[src/rtl/io_bus_arbiter_if.sv]
// rtl/io_bus_arbiter_if.sv - signal bundle between MCS IO masters, the arbiter and the external IO bus
//
// Purpose : groups the per-master request/response vectors, the external IO bus
//           and the error reporting signals of io_bus_arbiter.
// Modports: slave  - arbiter view (takes master strobes and io_din/io_ready,
//                    drives m_rdata/m_ready, the io_* strobes and err).
//           master - requester/fabric view (the mirror image).
// Signals : m_as/m_rs/m_ws [N]       per-master strobes
//           m_addr [N*ADDR_W]        per-master address, master i at slice i
//           m_be [N*BE_W]            per-master byte enables
//           m_wdata/m_rdata [N*DATA_W] per-master write / read data
//           m_ready [N]              per-master completion pulse
//           io_ae/io_re/io_we        external strobes
//           io_sa/io_bytes/io_dout   external address, byte enables, write data
//           io_din/io_ready          external read data and completion
//           err/err_master/err_clr   sticky timeout flag, offending master, clear

interface io_bus_arbiter_if #(
   parameter int NUM_MASTERS = 2,
   parameter int ADDR_W      = 32,
   parameter int DATA_W      = 32
);
   localparam int BE_W  = DATA_W / 8;
   localparam int IDX_W = (NUM_MASTERS > 1) ? $clog2(NUM_MASTERS) : 1;

   logic [NUM_MASTERS-1:0]        m_as;
   logic [NUM_MASTERS-1:0]        m_rs;
   logic [NUM_MASTERS-1:0]        m_ws;
   logic [NUM_MASTERS*ADDR_W-1:0] m_addr;
   logic [NUM_MASTERS*BE_W-1:0]   m_be;
   logic [NUM_MASTERS*DATA_W-1:0] m_wdata;
   logic [NUM_MASTERS*DATA_W-1:0] m_rdata;
   logic [NUM_MASTERS-1:0]        m_ready;

   logic                          io_ae;
   logic                          io_re;
   logic                          io_we;
   logic [ADDR_W-1:0]             io_sa;
   logic [BE_W-1:0]               io_bytes;
   logic [DATA_W-1:0]             io_dout;
   logic [DATA_W-1:0]             io_din;
   logic                          io_ready;

   logic                          err;
   logic [IDX_W-1:0]              err_master;
   logic                          err_clr;

   modport slave (
      input  m_as, m_rs, m_ws, m_addr, m_be, m_wdata,
      output m_rdata, m_ready,
      output io_ae, io_re, io_we, io_sa, io_bytes, io_dout,
      input  io_din, io_ready,
      output err, err_master,
      input  err_clr
   );

   modport master (
      output m_as, m_rs, m_ws, m_addr, m_be, m_wdata,
      input  m_rdata, m_ready,
      input  io_ae, io_re, io_we, io_sa, io_bytes, io_dout,
      output io_din, io_ready,
      input  err, err_master,
      output err_clr
   );
endinterface

[src/rtl/io_bus_arbiter.sv]
// rtl/io_bus_arbiter.sv - round-robin N-master MicroBlaze MCS IO bus arbiter with timeout
//
// Purpose : captures one-cycle IO strobes from NUM_MASTERS masters into request
//           slots, grants them round-robin onto a single external IO bus and
//           returns read data / ready to the owning master only. Accesses whose
//           slave never answers are force-completed after TIMEOUT cycles.
// Ports   : clk  - system clock
//           rst  - asynchronous active-high reset
//           bus  - io_bus_arbiter_if.slave (master request/response vectors,
//                  external IO bus, err/err_master/err_clr)

module io_bus_arbiter #(
   parameter int NUM_MASTERS = 2,
   parameter int ADDR_W      = 32,
   parameter int DATA_W      = 32,
   parameter int TIMEOUT     = 255
) (
   input  logic               clk,
   input  logic               rst,
   io_bus_arbiter_if.slave    bus
);
   localparam int BE_W  = DATA_W / 8;
   localparam int IDX_W = (NUM_MASTERS > 1) ? $clog2(NUM_MASTERS) : 1;
   localparam int TW    = (TIMEOUT > 0) ? $clog2(TIMEOUT + 1) : 1;

   // Counter value seen in the last ISSUE/WAIT cycle before a forced completion.
   localparam logic [TW-1:0]    TO_LAST  = TW'((TIMEOUT > 0) ? TIMEOUT - 1 : 0);
   localparam logic [IDX_W-1:0] LAST_RST = IDX_W'(NUM_MASTERS - 1);

   typedef enum logic [1:0] {
      S_IDLE,
      S_ISSUE,
      S_WAIT,
      S_DONE
   } state_t;

   // Request slots
   logic [NUM_MASTERS-1:0]        pend_q;
   logic [NUM_MASTERS-1:0]        rs_q;
   logic [NUM_MASTERS-1:0]        ws_q;
   logic [NUM_MASTERS*ADDR_W-1:0] addr_q;
   logic [NUM_MASTERS*BE_W-1:0]   be_q;
   logic [NUM_MASTERS*DATA_W-1:0] wdata_q;

   // FSM and registered outputs
   state_t                        state_q;
   logic [IDX_W-1:0]              grant_q;
   logic [IDX_W-1:0]              last_grant_q;
   logic [TW-1:0]                 tcnt_q;
   logic                          io_ae_q;
   logic                          io_re_q;
   logic                          io_we_q;
   logic [ADDR_W-1:0]             io_sa_q;
   logic [BE_W-1:0]               io_bytes_q;
   logic [DATA_W-1:0]             io_dout_q;
   logic [NUM_MASTERS-1:0]        m_ready_q;
   logic [NUM_MASTERS*DATA_W-1:0] m_rdata_q;
   logic                          err_q;
   logic [IDX_W-1:0]              err_master_q;

   // Combinational helpers
   logic                          busy;
   logic                          grant_vld;
   logic [IDX_W-1:0]              grant_idx;
   logic                          grant_fire;
   logic                          tmo_hit;
   logic [NUM_MASTERS-1:0]        accept;

   // Only ISSUE/WAIT count as ownership: during DONE the owner may already
   // strobe its next request.
   assign busy       = (state_q == S_ISSUE) || (state_q == S_WAIT);
   assign grant_fire = (state_q == S_IDLE) && grant_vld;
   assign tmo_hit    = (TIMEOUT > 0) && (tcnt_q == TO_LAST);

   // Round-robin search starting just after the last granted master.
   always_comb begin
      int               idx;
      logic [IDX_W-1:0] idx_v;
      grant_vld = 1'b0;
      grant_idx = '0;
      idx       = 0;
      idx_v     = '0;
      for (int off = 1; off <= NUM_MASTERS; off++) begin
         idx = int'(last_grant_q) + off;
         if (idx >= NUM_MASTERS) begin
            idx = idx - NUM_MASTERS;
         end
         idx_v = IDX_W'(idx);
         if (!grant_vld && pend_q[idx_v]) begin
            grant_vld = 1'b1;
            grant_idx = idx_v;
         end
      end
   end

   // A strobe is dropped if its slot is still full or its master owns the bus.
   always_comb begin
      accept = '0;
      for (int i = 0; i < NUM_MASTERS; i++) begin
         accept[i] = bus.m_as[i] && !pend_q[i] && !(busy && (grant_q == IDX_W'(i)));
      end
   end

   // Slot capture and release. Accept and grant never hit the same slot in one
   // cycle: accept needs the slot empty, grant needs it full.
   always_ff @(posedge clk or posedge rst) begin
      if (rst) begin
         pend_q  <= '0;
         rs_q    <= '0;
         ws_q    <= '0;
         addr_q  <= '0;
         be_q    <= '0;
         wdata_q <= '0;
      end else begin
         for (int i = 0; i < NUM_MASTERS; i++) begin
            if (accept[i]) begin
               pend_q[i]                     <= 1'b1;
               rs_q[i]                       <= bus.m_rs[i];
               ws_q[i]                       <= bus.m_ws[i];
               addr_q[i*ADDR_W +: ADDR_W]    <= bus.m_addr[i*ADDR_W +: ADDR_W];
               be_q[i*BE_W +: BE_W]          <= bus.m_be[i*BE_W +: BE_W];
               wdata_q[i*DATA_W +: DATA_W]   <= bus.m_wdata[i*DATA_W +: DATA_W];
            end else if (grant_fire && (grant_idx == IDX_W'(i))) begin
               pend_q[i] <= 1'b0;
            end
         end
      end
   end

   // Access FSM with registered bus and response outputs.
   always_ff @(posedge clk or posedge rst) begin
      if (rst) begin
         state_q      <= S_IDLE;
         grant_q      <= '0;
         last_grant_q <= LAST_RST;
         tcnt_q       <= '0;
         io_ae_q      <= 1'b0;
         io_re_q      <= 1'b0;
         io_we_q      <= 1'b0;
         io_sa_q      <= '0;
         io_bytes_q   <= '0;
         io_dout_q    <= '0;
         m_ready_q    <= '0;
         m_rdata_q    <= '0;
         err_q        <= 1'b0;
         err_master_q <= '0;
      end else begin
         m_ready_q <= '0;
         // A timeout in this same cycle assigns err later and therefore wins.
         if (bus.err_clr) begin
            err_q <= 1'b0;
         end
         case (state_q)
            S_IDLE: begin
               if (grant_vld) begin
                  grant_q      <= grant_idx;
                  last_grant_q <= grant_idx;
                  io_ae_q      <= 1'b1;
                  io_re_q      <= rs_q[grant_idx];
                  io_we_q      <= ws_q[grant_idx];
                  io_sa_q      <= addr_q[int'(grant_idx)*ADDR_W +: ADDR_W];
                  io_bytes_q   <= be_q[int'(grant_idx)*BE_W +: BE_W];
                  io_dout_q    <= wdata_q[int'(grant_idx)*DATA_W +: DATA_W];
                  tcnt_q       <= '0;
                  state_q      <= S_ISSUE;
               end
            end
            S_ISSUE, S_WAIT: begin
               io_ae_q <= 1'b0;
               io_re_q <= 1'b0;
               io_we_q <= 1'b0;
               tcnt_q  <= tcnt_q + TW'(1);
               if (bus.io_ready) begin
                  m_rdata_q[int'(grant_q)*DATA_W +: DATA_W] <= bus.io_din;
                  m_ready_q[grant_q]                        <= 1'b1;
                  state_q                                   <= S_DONE;
               end else if (tmo_hit) begin
                  m_rdata_q[int'(grant_q)*DATA_W +: DATA_W] <= '0;
                  m_ready_q[grant_q]                        <= 1'b1;
                  err_q                                     <= 1'b1;
                  err_master_q                              <= grant_q;
                  state_q                                   <= S_DONE;
               end else begin
                  state_q <= S_WAIT;
               end
            end
            S_DONE: begin
               state_q <= S_IDLE;
            end
            default: begin
               state_q <= S_IDLE;
            end
         endcase
      end
   end

   assign bus.io_ae      = io_ae_q;
   assign bus.io_re      = io_re_q;
   assign bus.io_we      = io_we_q;
   assign bus.io_sa      = io_sa_q;
   assign bus.io_bytes   = io_bytes_q;
   assign bus.io_dout    = io_dout_q;
   assign bus.m_ready    = m_ready_q;
   assign bus.m_rdata    = m_rdata_q;
   assign bus.err        = err_q;
   assign bus.err_master = err_master_q;

endmodule

[src/flat_wrapper.sv]
// flat-port wrapper written by rule: the top's interface ports become plain ports
module io_bus_arbiter_flat 
#(
   parameter int NUM_MASTERS = 2,
   parameter int ADDR_W      = 32,
   parameter int DATA_W      = 32,
   parameter int TIMEOUT     = 255
)
  (clk, rst, bus_m_as, bus_m_rs, bus_m_ws, bus_m_addr, bus_m_be, bus_m_wdata, bus_m_rdata, bus_m_ready, bus_io_ae, bus_io_re, bus_io_we, bus_io_sa, bus_io_bytes, bus_io_dout, bus_io_din, bus_io_ready, bus_err, bus_err_master, bus_err_clr);
  io_bus_arbiter_if #(.NUM_MASTERS(NUM_MASTERS), .ADDR_W(ADDR_W), .DATA_W(DATA_W)) bus_i ();
  input  logic clk;
  input  logic rst;
  input wire logic [$bits(bus_i.m_as)-1:0] bus_m_as;
  input wire logic [$bits(bus_i.m_rs)-1:0] bus_m_rs;
  input wire logic [$bits(bus_i.m_ws)-1:0] bus_m_ws;
  input wire logic [$bits(bus_i.m_addr)-1:0] bus_m_addr;
  input wire logic [$bits(bus_i.m_be)-1:0] bus_m_be;
  input wire logic [$bits(bus_i.m_wdata)-1:0] bus_m_wdata;
  output wire logic [$bits(bus_i.m_rdata)-1:0] bus_m_rdata;
  output wire logic [$bits(bus_i.m_ready)-1:0] bus_m_ready;
  output wire logic [$bits(bus_i.io_ae)-1:0] bus_io_ae;
  output wire logic [$bits(bus_i.io_re)-1:0] bus_io_re;
  output wire logic [$bits(bus_i.io_we)-1:0] bus_io_we;
  output wire logic [$bits(bus_i.io_sa)-1:0] bus_io_sa;
  output wire logic [$bits(bus_i.io_bytes)-1:0] bus_io_bytes;
  output wire logic [$bits(bus_i.io_dout)-1:0] bus_io_dout;
  input wire logic [$bits(bus_i.io_din)-1:0] bus_io_din;
  input wire logic [$bits(bus_i.io_ready)-1:0] bus_io_ready;
  output wire logic [$bits(bus_i.err)-1:0] bus_err;
  output wire logic [$bits(bus_i.err_master)-1:0] bus_err_master;
  input wire logic [$bits(bus_i.err_clr)-1:0] bus_err_clr;
  assign bus_i.m_as = bus_m_as;
  assign bus_i.m_rs = bus_m_rs;
  assign bus_i.m_ws = bus_m_ws;
  assign bus_i.m_addr = bus_m_addr;
  assign bus_i.m_be = bus_m_be;
  assign bus_i.m_wdata = bus_m_wdata;
  assign bus_m_rdata = bus_i.m_rdata;
  assign bus_m_ready = bus_i.m_ready;
  assign bus_io_ae = bus_i.io_ae;
  assign bus_io_re = bus_i.io_re;
  assign bus_io_we = bus_i.io_we;
  assign bus_io_sa = bus_i.io_sa;
  assign bus_io_bytes = bus_i.io_bytes;
  assign bus_io_dout = bus_i.io_dout;
  assign bus_i.io_din = bus_io_din;
  assign bus_i.io_ready = bus_io_ready;
  assign bus_err = bus_i.err;
  assign bus_err_master = bus_i.err_master;
  assign bus_i.err_clr = bus_err_clr;
  io_bus_arbiter #(.NUM_MASTERS(NUM_MASTERS), .ADDR_W(ADDR_W), .DATA_W(DATA_W), .TIMEOUT(TIMEOUT)) u_core (.clk(clk), .rst(rst), .bus(bus_i));
endmodule
[config.mk]
export PLATFORM = sky130hd
export DESIGN_NAME = io_bus_arbiter_flat
export DESIGN_NICKNAME = d
export VERILOG_FILES = /design/src/rtl/io_bus_arbiter_if.sv /design/src/rtl/io_bus_arbiter.sv /design/src/flat_wrapper.sv
export SDC_FILE = /design/constraint.sdc
export NUM_CORES = 1
export LEC_CHECK = 0
export CAP_MARGIN = 20
export CELL_PAD_IN_SITES_DETAIL_PLACEMENT = 0
export CELL_PAD_IN_SITES_GLOBAL_PLACEMENT = 1
export CORE_MARGIN = 1.5
export CORE_UTILIZATION = 40
export CTS_BUF_LIST = sky130_fd_sc_hd__clkbuf_8
export DETAILED_ROUTE_END_ITERATION = 8
export HOLD_SLACK_MARGIN = 0.08
export MAX_ROUTING_LAYER = met4
export PLACE_DENSITY_LB_ADDON = 0.1
export SETUP_SLACK_MARGIN = 0.15
export SKIP_LAST_GASP = 1
export SLEW_MARGIN = 25
export SYNTH_ARGS = -nofsm -noshare
export SYNTH_HDL_FRONTEND = slang
export SYNTH_SLANG_ARGS = --single-unit
[constraint.sdc]
create_clock -name clk -period 24.6 [get_ports clk]
set_input_delay 2.46 -clock clk [delete_from_list [all_inputs] [get_ports clk]]
set_output_delay 2.46 -clock clk [all_outputs]
set_load 0.02 [all_outputs]
[Word-level counts from Yosys, hierarchy flattened]
Index checks and enable logic that the tools add are counted.
Operators by class
  add/subtract/negate cells: 6
  order comparisons: 7
  equality and inequality tests: 5
  shift-type cells: 6
  multiplexer cells: 43
  bitwise logic cells: 3
  reduce and logical (&&, ||, !) cells: 27
Operator list (count)
  $bwmux W64: 2
  $mux W64: 2
  $shiftx A64 B7 Y32: 2
  $shift A32 B33 Y64 const A: 1
  $shiftx A32 B33 Y64: 1
  $shiftx A32 B33 Y64 const A: 1
  $neg A6 Y33: 1
  $mux W1: 27
  $pmux W8 S2: 1
  $logic_and A1 B1 Y1: 11
  $mux W2: 5
  $add A8 B1 Y8 const B: 1
  $eq A8 B8 Y1 const B: 1
  $lt A1 B2 Y1 const B: 4
  $mux W8: 1
  $reduce_bool A2 Y1: 4
  $shiftx A8 B4 Y4: 1
  $pmux W1 S2: 3
  $pmux W2 S3: 1
  $reduce_and A2 Y1: 3
  $logic_not A1 Y1: 5
  $eq A2 B2 Y1 const B: 2
  $add A1 B2 Y3 const B: 1
  $ge A3 B2 Y1 const B: 1
  other kinds (12): 15
Word-level totals
  bits in registers: 293
  input port bits: 178

[Logic depth before layout (Yosys ltp)]
Gate-level depths: netlist of run 1.
  depth in word-level cells: 13
  gate-level depth with buffers: 9
  mapped depth without buffers: 5

[Worst setup path after synthesis of run 1]
No wires, ideal clock.
  kind: input-to-reg
  start point: input bus_m_as[0]
  end point: register u_core.addr_q[10]
  setup time: 125 ps
  arrival: 3207 ps
  path slack: 21268 ps
  stages on the path: 4
  cell sequence: and3_1 buf_6 buf_6 mux2_4
On the way
  cells in the longest elaborated chain, start to end: 2
Ends and longest elaborated chain
  from (decl): line flat_wrapper.sv:13  | input wire logic [$bits(bus_i.m_as)-1:0] bus_m_as;
  $logic_and A1 B1 Y1 (2 in series): line io_bus_arbiter.sv:100  | accept[i] = bus.m_as[i] && !pend_q[i] && !(busy && (grant_q == IDX_W'(i)));
  to (signal, indexed assignment): line io_bus_arbiter.sv:120  | addr_q[i*ADDR_W +: ADDR_W] <= bus.m_addr[i*ADDR_W +: ADDR_W];
  to (decl): line io_bus_arbiter.sv:41  | logic [NUM_MASTERS*ADDR_W-1:0] addr_q;
Every way passes these cells.
A chain may end at the register's enable or synchronous reset.

[Final worst setup path of run 1]
  start point: input bus_m_as[0]
  end point: register u_core.wdata_q[30]
On the way
  cells in the longest elaborated chain, start to end: 2
Ends and longest elaborated chain
  $logic_and A1 B1 Y1 (2 in series): line io_bus_arbiter.sv:100
  to (signal, indexed assignment): line io_bus_arbiter.sv:122  | wdata_q[i*DATA_W +: DATA_W] <= bus.m_wdata[i*DATA_W +: DATA_W];
  to (decl): line io_bus_arbiter.sv:43  | logic [NUM_MASTERS*DATA_W-1:0] wdata_q;
Every way passes these cells.

==> metrics.log, run 1 <==
[metrics] fraction of layout cells with a size suffix above 1: 0.188
[metrics] type of the worst setup path: in -> reg
[metrics] area share of and/or/nand/nor cells after synthesis: 0.0486
[metrics] sum of routed wire length over all layers: 32400 microns
[metrics] total of cells resized after clock tree synthesis: 0
[metrics] insertion delay to the later sink of the worst-skew pair: 0.56 ns
[metrics] cells along the critical path: clkdlybuf4s50_1 -> and3_4 -> buf_4 -> mux2_2
[metrics] fraction of the mapped netlist area in adder cells: 0.00307
[metrics] end of the worst register-to-register path: u_core.wdata_q[30]
[metrics] drt drc: 0
[metrics] final weighted congestion of routability-driven global placement: 0.740
[metrics] Area Overhead vs Synth: 36.7%
[metrics] vias per std cell: 5.18
[metrics] required time of the critical path: between 20 and 30 ns
[metrics] Starting DRT DRC Count: 524
[metrics] die extent in y: between 150 and 200 microns
[metrics] number of enable flip-flop cells after synthesis: 0
[metrics] launch instance of the worst min-delay path: u_core.bus.err
[metrics] sinks on the clock net: 293
[metrics] mux cell area share after synthesis: 0.156
[metrics] Hold Buf Count CTS: 0
[metrics] worst hold path endpoint: u_core.bus.err
[metrics] GR Overflow Total: 0
[metrics] synthesized cell area: 12200 sq um
[metrics] H-tree depth: 2
[metrics] most used flip-flop cell after synthesis: sky130_fd_sc_hd__dfrtp_1
[metrics] detail-routed net length per standard cell: 19.7 microns
[metrics] part of the Yosys area used for sequential elements: 0.600
[metrics] via total after detailed routing: about 8500
[metrics] total clock buffers created by CTS: 50
[metrics] Post-CTS Repair Setup Buffers: 0
[metrics] post-synthesis sequential element count: 293
[metrics] global routing usage summed across all routing layers: 0.209
[metrics] number of standard-cell rows in the floorplan: 63
[metrics] Syn Inst Count: 911
[metrics] final setup skew: 0.0126 ns
[metrics] reg-to-reg setup timing slack: between 20 and 25 ns
[metrics] count of synthesis-stage warnings from yosys: 0
[metrics] CTS Root Buffer Type: sky130_fd_sc_hd__clkbuf_8
[metrics] maximum VDD drop: 0.0707 mV
[metrics] Clock transition at path regs: 0.06 ns
[metrics] global-route wire length before repair: 49800 microns
[metrics] Starting Density: 0.409
[metrics] Synth Area per Inst: 13.4 sq um
[metrics] maximum buffer depth of the clock tree: 3
[metrics] number of buffers inserted by port buffering: 316
[metrics] post-route total power: 2.33 mW
[metrics] cell with the largest stage delay on the worst path: sky130_fd_sc_hd__buf_4
[metrics] final-layout worst hold slack: 0.478 ns
[metrics] count of distinct cell types in the synthesized netlist: 42
[metrics] number of cells traversed by the worst register-to-register path: 6
[metrics] Tmin final: roughly 4.4 ns
[metrics] summed negative setup slack over all endpoints: 0 ns
[metrics] post-synthesis async set-or-reset flop share: 1.00
[metrics] number of top-level pins: 317
[metrics] die area: 31600 sq um
[metrics] final setup violating endpoints: 0
[metrics] layout net count: 1401
[metrics] clock tree from TritonCTS: built
[metrics] FF-to-FF Start: u_core.state_q[0]
[metrics] number of maximum-capacitance constraint violations: 0
[metrics] slack of the critical path: between 20 and 25 ns
[metrics] kind of launch point of the worst setup path: input pin
[metrics] vias in the first global route: 8839
[metrics] Synth Area in Compound Gates: 0.139
[metrics] pre-CTS setup slack: 19.63 ns
[metrics] result of the run: completed
[metrics] upper clock frequency limit: 229 MHz
[metrics] number of hold violations in the final report: 0
[metrics] portion of the clock cycle consumed by the worst path in the final layout: 0.177
[metrics] core area: 29900 sq um
[metrics] parity-gate share of the synthesized area counting xor and xnor cells: 0
[metrics] net count after synthesis: 1092
[metrics] maximum number of pins on one net before global-route repair: 168
[metrics] cell depth of the worst min-delay path: 1
[metrics] number of fill cells in the layout: 2576
[metrics] Final HPWL DP: 19700 microns
[metrics] first-pass iteration count of the detailed router: 5
[metrics] slew at the pin closest to its max-slew limit: about 1 ns
[metrics] initial antenna violation count: 3
[metrics] crit path max fanout: 37
[metrics] power per standard cell area: 140 nW/um^2
[metrics] type of destination of the critical path: register
[metrics] Routed Antenna Nets: 0
[metrics] Slew Viols, Final: 0
[metrics] Arrival @ worst endpoint: 4.80 ns
[metrics] leakage power summed over all cells: 7.69 nW
[metrics] width of the chip: 178 microns
[metrics] class of the tightest hold or removal check: reg -> reg
[metrics] delay of the slowest cell on the worst path: 0.73 ns
[metrics] worst slew slack as a fraction of its limit: 0.330
[metrics] main combinational cell family by area after synthesis: multiplexers
[metrics] setup repair after global routing missed its margin: false
flip-flops by register name, summed over array words and instances (netlist names), 4 cells and up:
name / count
u_core.tcnt_q: 8
u_core.bus.io_sa: 32
u_core.addr_q: 64
u_core.bus.io_bytes: 4
u_core.wdata_q: 64
u_core.bus.m_rdata: 64
u_core.bus.io_dout: 32
u_core.be_q: 8
where the power goes:
group	switching (mW)	internal (mW)
sequential	0.136	0.716
combinational	0.506	0.545
clock	0.191	0.236
area by class of cell:
type | instances | area, sq um | share of cell area
Clock inverter | 17 | 65.1 | 0.00390
Tap cell | 390 | 488 | 0.0292
Sequential cell | 293 | 7330 | 0.439
Timing Repair Buffer | 328 | 3310 | 0.198
Clock buffer | 66 | 908 | 0.0544
Inverter | 75 | 289 | 0.0173
Multi-Input combinational cell | 472 | 4300 | 0.257
Antenna cell | 4 | 10.0 | 0.000600
through the flow:
stage,utilization,std cells,instance area [sq um]
after floorplan,-,911,12200
after global placement,0.524,1556,15700
after detailed placement,0.525,1557,15700
after CTS,0.558,1640,16700
after global routing,0.559,1644,16700
final,0.559,1645,16700
worst max path at each step:
stage	startpoint	cells past startpoint	slack (ns)	end
final	bus_m_as[0]	4	20.24	u_core.wdata_q[30]
after global routing	bus_m_as[0]	4	20.17	u_core.wdata_q[30]
after detailed placement	bus_m_as[0]	4	19.63	u_core.wdata_q[30]
after CTS	bus_m_as[0]	4	20.23	u_core.wdata_q[30]
after global placement	bus_m_as[0]	4	19.64	u_core.wdata_q[30]
after floorplan	rst	1	14.05	u_core.addr_q[0]
synthesized netlist by cell type (2+ instances only):
cell                          n  area [sq um]
sky130_fd_sc_hd__dfrtp_1    292          7310
sky130_fd_sc_hd__inv_1       74           278
sky130_fd_sc_hd__mux2_2      73           822
sky130_fd_sc_hd__o21ai_0     71           355
sky130_fd_sc_hd__and3_1      70           438
sky130_fd_sc_hd__mux2_4      69          1040
sky130_fd_sc_hd__a221o_1     68           681
sky130_fd_sc_hd__a22oi_1     65           488
sky130_fd_sc_hd__clkbuf_1    45           169
sky130_fd_sc_hd__buf_2       15          75.1
sky130_fd_sc_hd__buf_6       10           113
sky130_fd_sc_hd__mux2i_1      5          50.1
sky130_fd_sc_hd__nand3_1      5          25.0
sky130_fd_sc_hd__o21bai_1     5          37.5
sky130_fd_sc_hd__nand2_1      4          15.0
sky130_fd_sc_hd__nor4_1       4          25.0
sky130_fd_sc_hd__a21o_1       3          22.5
sky130_fd_sc_hd__ha_1         3          37.5
sky130_fd_sc_hd__nand2b_1     3          18.8
sky130_fd_sc_hd__o2bb2ai_1    3          26.3
sky130_fd_sc_hd__nor2b_1      2          12.5
sky130_fd_sc_hd__o21ai_1      2          10.0
worst max-delay path, delay by kind of cell:
family / cells / cell delay [ns]
buffers and inverters: 2 / 1.21
AND/OR/NAND/NOR: 1 / 0.68
multiplexers: 1 / 0.40
kinds of logic after synthesis:
logic type / after synthesis
buffers and inverters: 146
adder cells (fa/ha/maj): 3
multiplexers: 147
AO/OA/AOI/OAI: 226
flip-flops: 293
AND/OR/NAND/NOR: 96
per-layer routing:
layer | vias to the layer above | GRT usage | wire length, microns
li1 | 3942 | - | -
met1 | 4252 | 0.268 | 13900
met2 | 277 | 0.317 | 15100
met3 | 56 | 0.0645 | 2620
met4 | 0 | 0.0679 | 771
met5 | - | - | 0
layout by cell type (no fill, tap or decap), types with 3 or more instances in the layout:
master	netlist	final
sky130_fd_sc_hd__clkbuf_8	0	66
sky130_fd_sc_hd__o2bb2ai_1	3	3
sky130_fd_sc_hd__a221o_1	68	68
sky130_fd_sc_hd__mux2i_1	5	5
sky130_fd_sc_hd__inv_1	74	89
sky130_fd_sc_hd__nand3_1	5	4
sky130_fd_sc_hd__o21ai_0	71	71
sky130_fd_sc_hd__mux2_4	69	69
sky130_fd_sc_hd__and3_1	70	68
sky130_fd_sc_hd__dfrtp_1	292	292
sky130_fd_sc_hd__diode_2	0	4
sky130_fd_sc_hd__clkdlybuf4s50_1	0	316
sky130_fd_sc_hd__a22oi_1	65	65
sky130_fd_sc_hd__nand2_1	4	4
sky130_fd_sc_hd__nor4_1	4	4
sky130_fd_sc_hd__buf_4	1	9
sky130_fd_sc_hd__mux2_2	73	73
sky130_fd_sc_hd__a21o_1	3	3
sky130_fd_sc_hd__o21bai_1	5	4
(Power assumes the default switching activity.)
==> run 2: changes to the inputs <==
--- a/config.mk
+++ b/config.mk
@@ -9,7 +9,7 @@
 export CELL_PAD_IN_SITES_DETAIL_PLACEMENT = 0
 export CELL_PAD_IN_SITES_GLOBAL_PLACEMENT = 1
 export CORE_MARGIN = 1.5
-export CORE_UTILIZATION = 40
+export CORE_UTILIZATION = 36
 export CTS_BUF_LIST = sky130_fd_sc_hd__clkbuf_8
 export DETAILED_ROUTE_END_ITERATION = 8
 export HOLD_SLACK_MARGIN = 0.08
==> constraint.sdc (replaced) <==
create_clock -name clk -period 3.7 [get_ports clk]
set_input_delay 0.37 -clock clk [delete_from_list [all_inputs] [get_ports clk]]
set_output_delay 0.37 -clock clk [all_outputs]
set_load 0.02 [all_outputs]
==> run 2 against run 1 <==
Compared with the run above:
- sequential share of layout area is 0.68 points lower
- cell area rose by 1.6%
- die area rose by 11%
- first-iteration DRC count is 22% lower
- via count increased by 0.48%
- total power rose to 6.8 times the previous value
- combinational power rose to 6.7 times the previous value
- setup slack got worse by 19 ns
- count of clock-buffer cells in the layout increased by 4
- non-clock buffer count increased by 5
- hold slack got worse by 0.24 ns
==> metrics.log, run 2 (same netlist as run 1, synthesis figures left out) <==
[metrics] Slew Viols, Final: 0 (unchanged)
[metrics] cell with the largest stage delay on the worst path: sky130_fd_sc_hd__o211a_4 (was sky130_fd_sc_hd__buf_4)
[metrics] number of hold violations in the final report: 0 (unchanged)
[metrics] GR Overflow Total: 0 (unchanged)
[metrics] Starting Density: 0.365 (was 0.409)
[metrics] detail-routed net length per standard cell: 19.7 microns (about the same)
[metrics] combinational cell fraction of total power: 0.447 (was 0.451)
[metrics] drt drc: 0 (unchanged)
[metrics] core area: 33400 sq um (was 29900 sq um)
[metrics] total clock buffers created by CTS: 51 (was 50)
[metrics] delay of the slowest cell on the worst path: 0.93 ns (was 0.73 ns)
[metrics] post-route insts no fill: 1721 (was 1645)
[metrics] CTS Root Buffer Type: sky130_fd_sc_hd__clkbuf_8 (unchanged)
[metrics] die extent in y: 187 microns (was 178 microns)
[metrics] first-pass iteration count of the detailed router: 7 (was 5)
[metrics] required time of the critical path: 4.18 ns (was 25.04 ns)
[metrics] cells along the critical path: inv_1 -> ha_2 -> o211a_4 -> a221o_1 (was clkdlybuf4s50_1 -> and3_4 -> buf_4 -> mux2_2)
[metrics] vias per std cell: 4.98 (was 5.18)
[metrics] type of the worst setup path: reg -> reg (was in -> reg)
[metrics] number of fill cells in the layout: 2952 (was 2576)
[metrics] leakage power summed over all cells: 7.78 nW (was 7.69 nW)
[metrics] final weighted congestion of routability-driven global placement: 0.741 (was 0.740)
[metrics] layout net count: 1407 (was 1401)
[metrics] die area: 35000 sq um (was 31600 sq um)
[metrics] via total after detailed routing: 8568 (was 8527)
[metrics] maximum buffer depth of the clock tree: 3 (unchanged)
[metrics] number of standard-cell rows in the floorplan: 67 (was 63)
[metrics] utilization after layout: 0.507 (was 0.559)
[metrics] global-route wire length before repair: 53100 microns (was 49800 microns)
[metrics] number of maximum-capacitance constraint violations: 0 (unchanged)
[metrics] multi-input logic area: 4290 sq um (was 4300 sq um)
[metrics] Starting DRT DRC Count: 409 (was 524)
[metrics] count of placed standard cells including taps: 1621 (was 1557)
[metrics] fraction of power spent switching nets: 0.357 (about the same)
[metrics] proportion of power drawn by the clock network: 0.193 (was 0.183)
[metrics] worst slew slack as a fraction of its limit: 0.309 (was 0.330)
[metrics] Internal Pwr Total: 10.2 mW (was 1.50 mW)
[metrics] Post-CTS Repair Setup Buffers: 0 (unchanged)
[metrics] sum of routed wire length over all layers: 33900 microns (was 32400 microns)
[metrics] result of the run: completed (unchanged)
[metrics] reg-to-reg setup timing slack: 1.24 ns (was 21.05 ns)
[metrics] final setup violating endpoints: 0 (unchanged)
[metrics] clock tree from TritonCTS: built (unchanged)
[metrics] slew at the pin closest to its max-slew limit: 1.04 ns (was 1.00 ns)
[metrics] class of the tightest hold or removal check: in -> async (was reg -> reg)
[metrics] H-tree depth: 2 (unchanged)
[metrics] total of cells resized after clock tree synthesis: 0 (unchanged)
[metrics] fraction of layout cells with a size suffix above 1: 0.195 (was 0.188)
[metrics] kind of cell adding the most delay to the critical path: compound AO/OA/AOI/OAI gates (was buffers and inverters)
[metrics] power per standard cell area: 931 nW/um^2 (was 140 nW/um^2)
[metrics] sinks on the clock net: 293 (unchanged)
[metrics] Area Overhead vs Synth: 38.8% (was 36.7%)
[metrics] crit path max fanout: 69 (was 37)
[metrics] most frequent cells in the layout: sky130_fd_sc_hd__clkdlybuf4s50_1, sky130_fd_sc_hd__dfrtp_1, sky130_fd_sc_hd__inv_1, sky130_fd_sc_hd__mux2_2, sky130_fd_sc_hd__o21ai_0 (unchanged)
[metrics] setup repair after global routing missed its margin: false (unchanged)
[metrics] register cell area after layout: 7330 sq um (unchanged)
[metrics] most common cell after layout, fill and taps aside: sky130_fd_sc_hd__clkdlybuf4s50_1 (unchanged)
[metrics] worst path bufs/invs: 1 (was 2)
[metrics] final setup skew: 0.0284 ns (was 0.0126 ns)
[metrics] vias in the first global route: 9062 (was 8839)
[metrics] upper clock frequency limit: 406 MHz
[metrics] number of top-level pins: 317 (unchanged)
[metrics] kind of launch point of the worst setup path: register (was input pin)
[metrics] insertion delay to the later sink of the worst-skew pair: 0.57 ns (was 0.56 ns)
[metrics] portion of the clock cycle consumed by the worst path in the final layout: 0.665
[metrics] initial antenna violation count: 7 (was 3)
[metrics] Arrival @ worst endpoint: 2.94 ns (was 4.80 ns)
[metrics] part of the total power dissipated in sequential elements: 0.359 (was 0.366)
[metrics] width of the chip: 187 microns (was 178 microns)
[metrics] global routing usage summed across all routing layers: 0.198 (was 0.209)
[metrics] net load switching power: 5.63 mW (was 833 uW)
[metrics] maximum number of pins on one net before global-route repair: 75 (was 168)
[metrics] maximum VDD drop: 0.428 mV (was 0.0707 mV)
[metrics] Tmin final: 2.46 ns
[metrics] number of buffers inserted by port buffering: 316 (unchanged)
[metrics] Hold Buf Count CTS: 0 (unchanged)
[metrics] Final HPWL DP: 20900 microns (was 19700 microns)
[metrics] Clock transition at path regs: 0.06 ns (about the same)
[metrics] type of destination of the critical path: register (unchanged)
[metrics] Routed Antenna Nets: 0 (unchanged)
==> run 2: changes by cell type in the layout (fill, tap and decap cells not counted), sizes merged <==
cell	change
buf	+5
diode	+5
clkbuf	+4
clkinv	+2
bufinv	+1
clkinvlp	+1
==> run 2: area by class of cell <==
type	instances	area share
timing repair buffer	333	0.200
multi-input combinational	472	0.253
antenna	9	0.00133
clock inverter	21	0.00642
tap	448	0.0331
sequential	293	0.432
inverter	75	0.0168
clock buffer	70	0.0568
==> run 2: worst reg2reg max path: cells and delay by family, from the launching register on <==
family	cells	cell delay, ns
fa+ha+maj	1	0.62
buf+inv	1	0.08
flops	1	0.36
compound gates	2	1.31
==> run 2: path summary, 6_finish.rpt <==
| path | from | endpoint | depth (start not counted) |
|---|---|---|---|
| min in group clk | bus_m_addr[13] | u_core.addr_q[13] | 2 |
| worst min-delay path | rst | u_core.bus.io_dout[6] | 2 |
| worst max register to register | u_core.state_q[0] | u_core.bus.io_sa[21] | 4 |
| worst max-delay path | u_core.state_q[0] | u_core.bus.io_sa[21] | 4 |
| worst min register to register | u_core.bus.err | u_core.bus.err | 1 |
| max in group asynchronous | rst | u_core.addr_q[21] | 4 |
==> run 2: layer usage <==
layer,wire length [microns],GRT usage
met2,15700,0.301
met5,0,-
met4,762,0.0651
met3,2750,0.0606
met1,14700,0.253
==> run 2: power by group through the flow <==
| stage | sequential, mW | clock, mW | combinational (mW) |
|---|---|---|---|
| after floorplan | 6.27 | 0 | 3.89 |
| after global placement | 5.69 | 0 | 7.06 |
| after CTS | 5.68 | 3.15 | 7.16 |
| after detailed placement | 5.69 | 0 | 7.17 |
| final | 5.68 | 3.05 | 7.06 |
| after global routing | 5.87 | 3.30 | 7.64 |
==> run 2: per-stage QoR <==
stage                     setup WS (ns)  power [mW]  hold WS (ns)  area [sq um]  setup TNS [ns]
final                              1.24        15.8         0.242         17000               0
after global routing               1.14        16.8         0.267         17000               0
after CTS                          1.27        16.0         0.232         16900               0
after detailed placement           1.30        12.9         0.477         15900               0
after global placement             1.29        12.7         0.461         15900               0
after floorplan                  -0.558        10.2         0.471         12200         -163.03
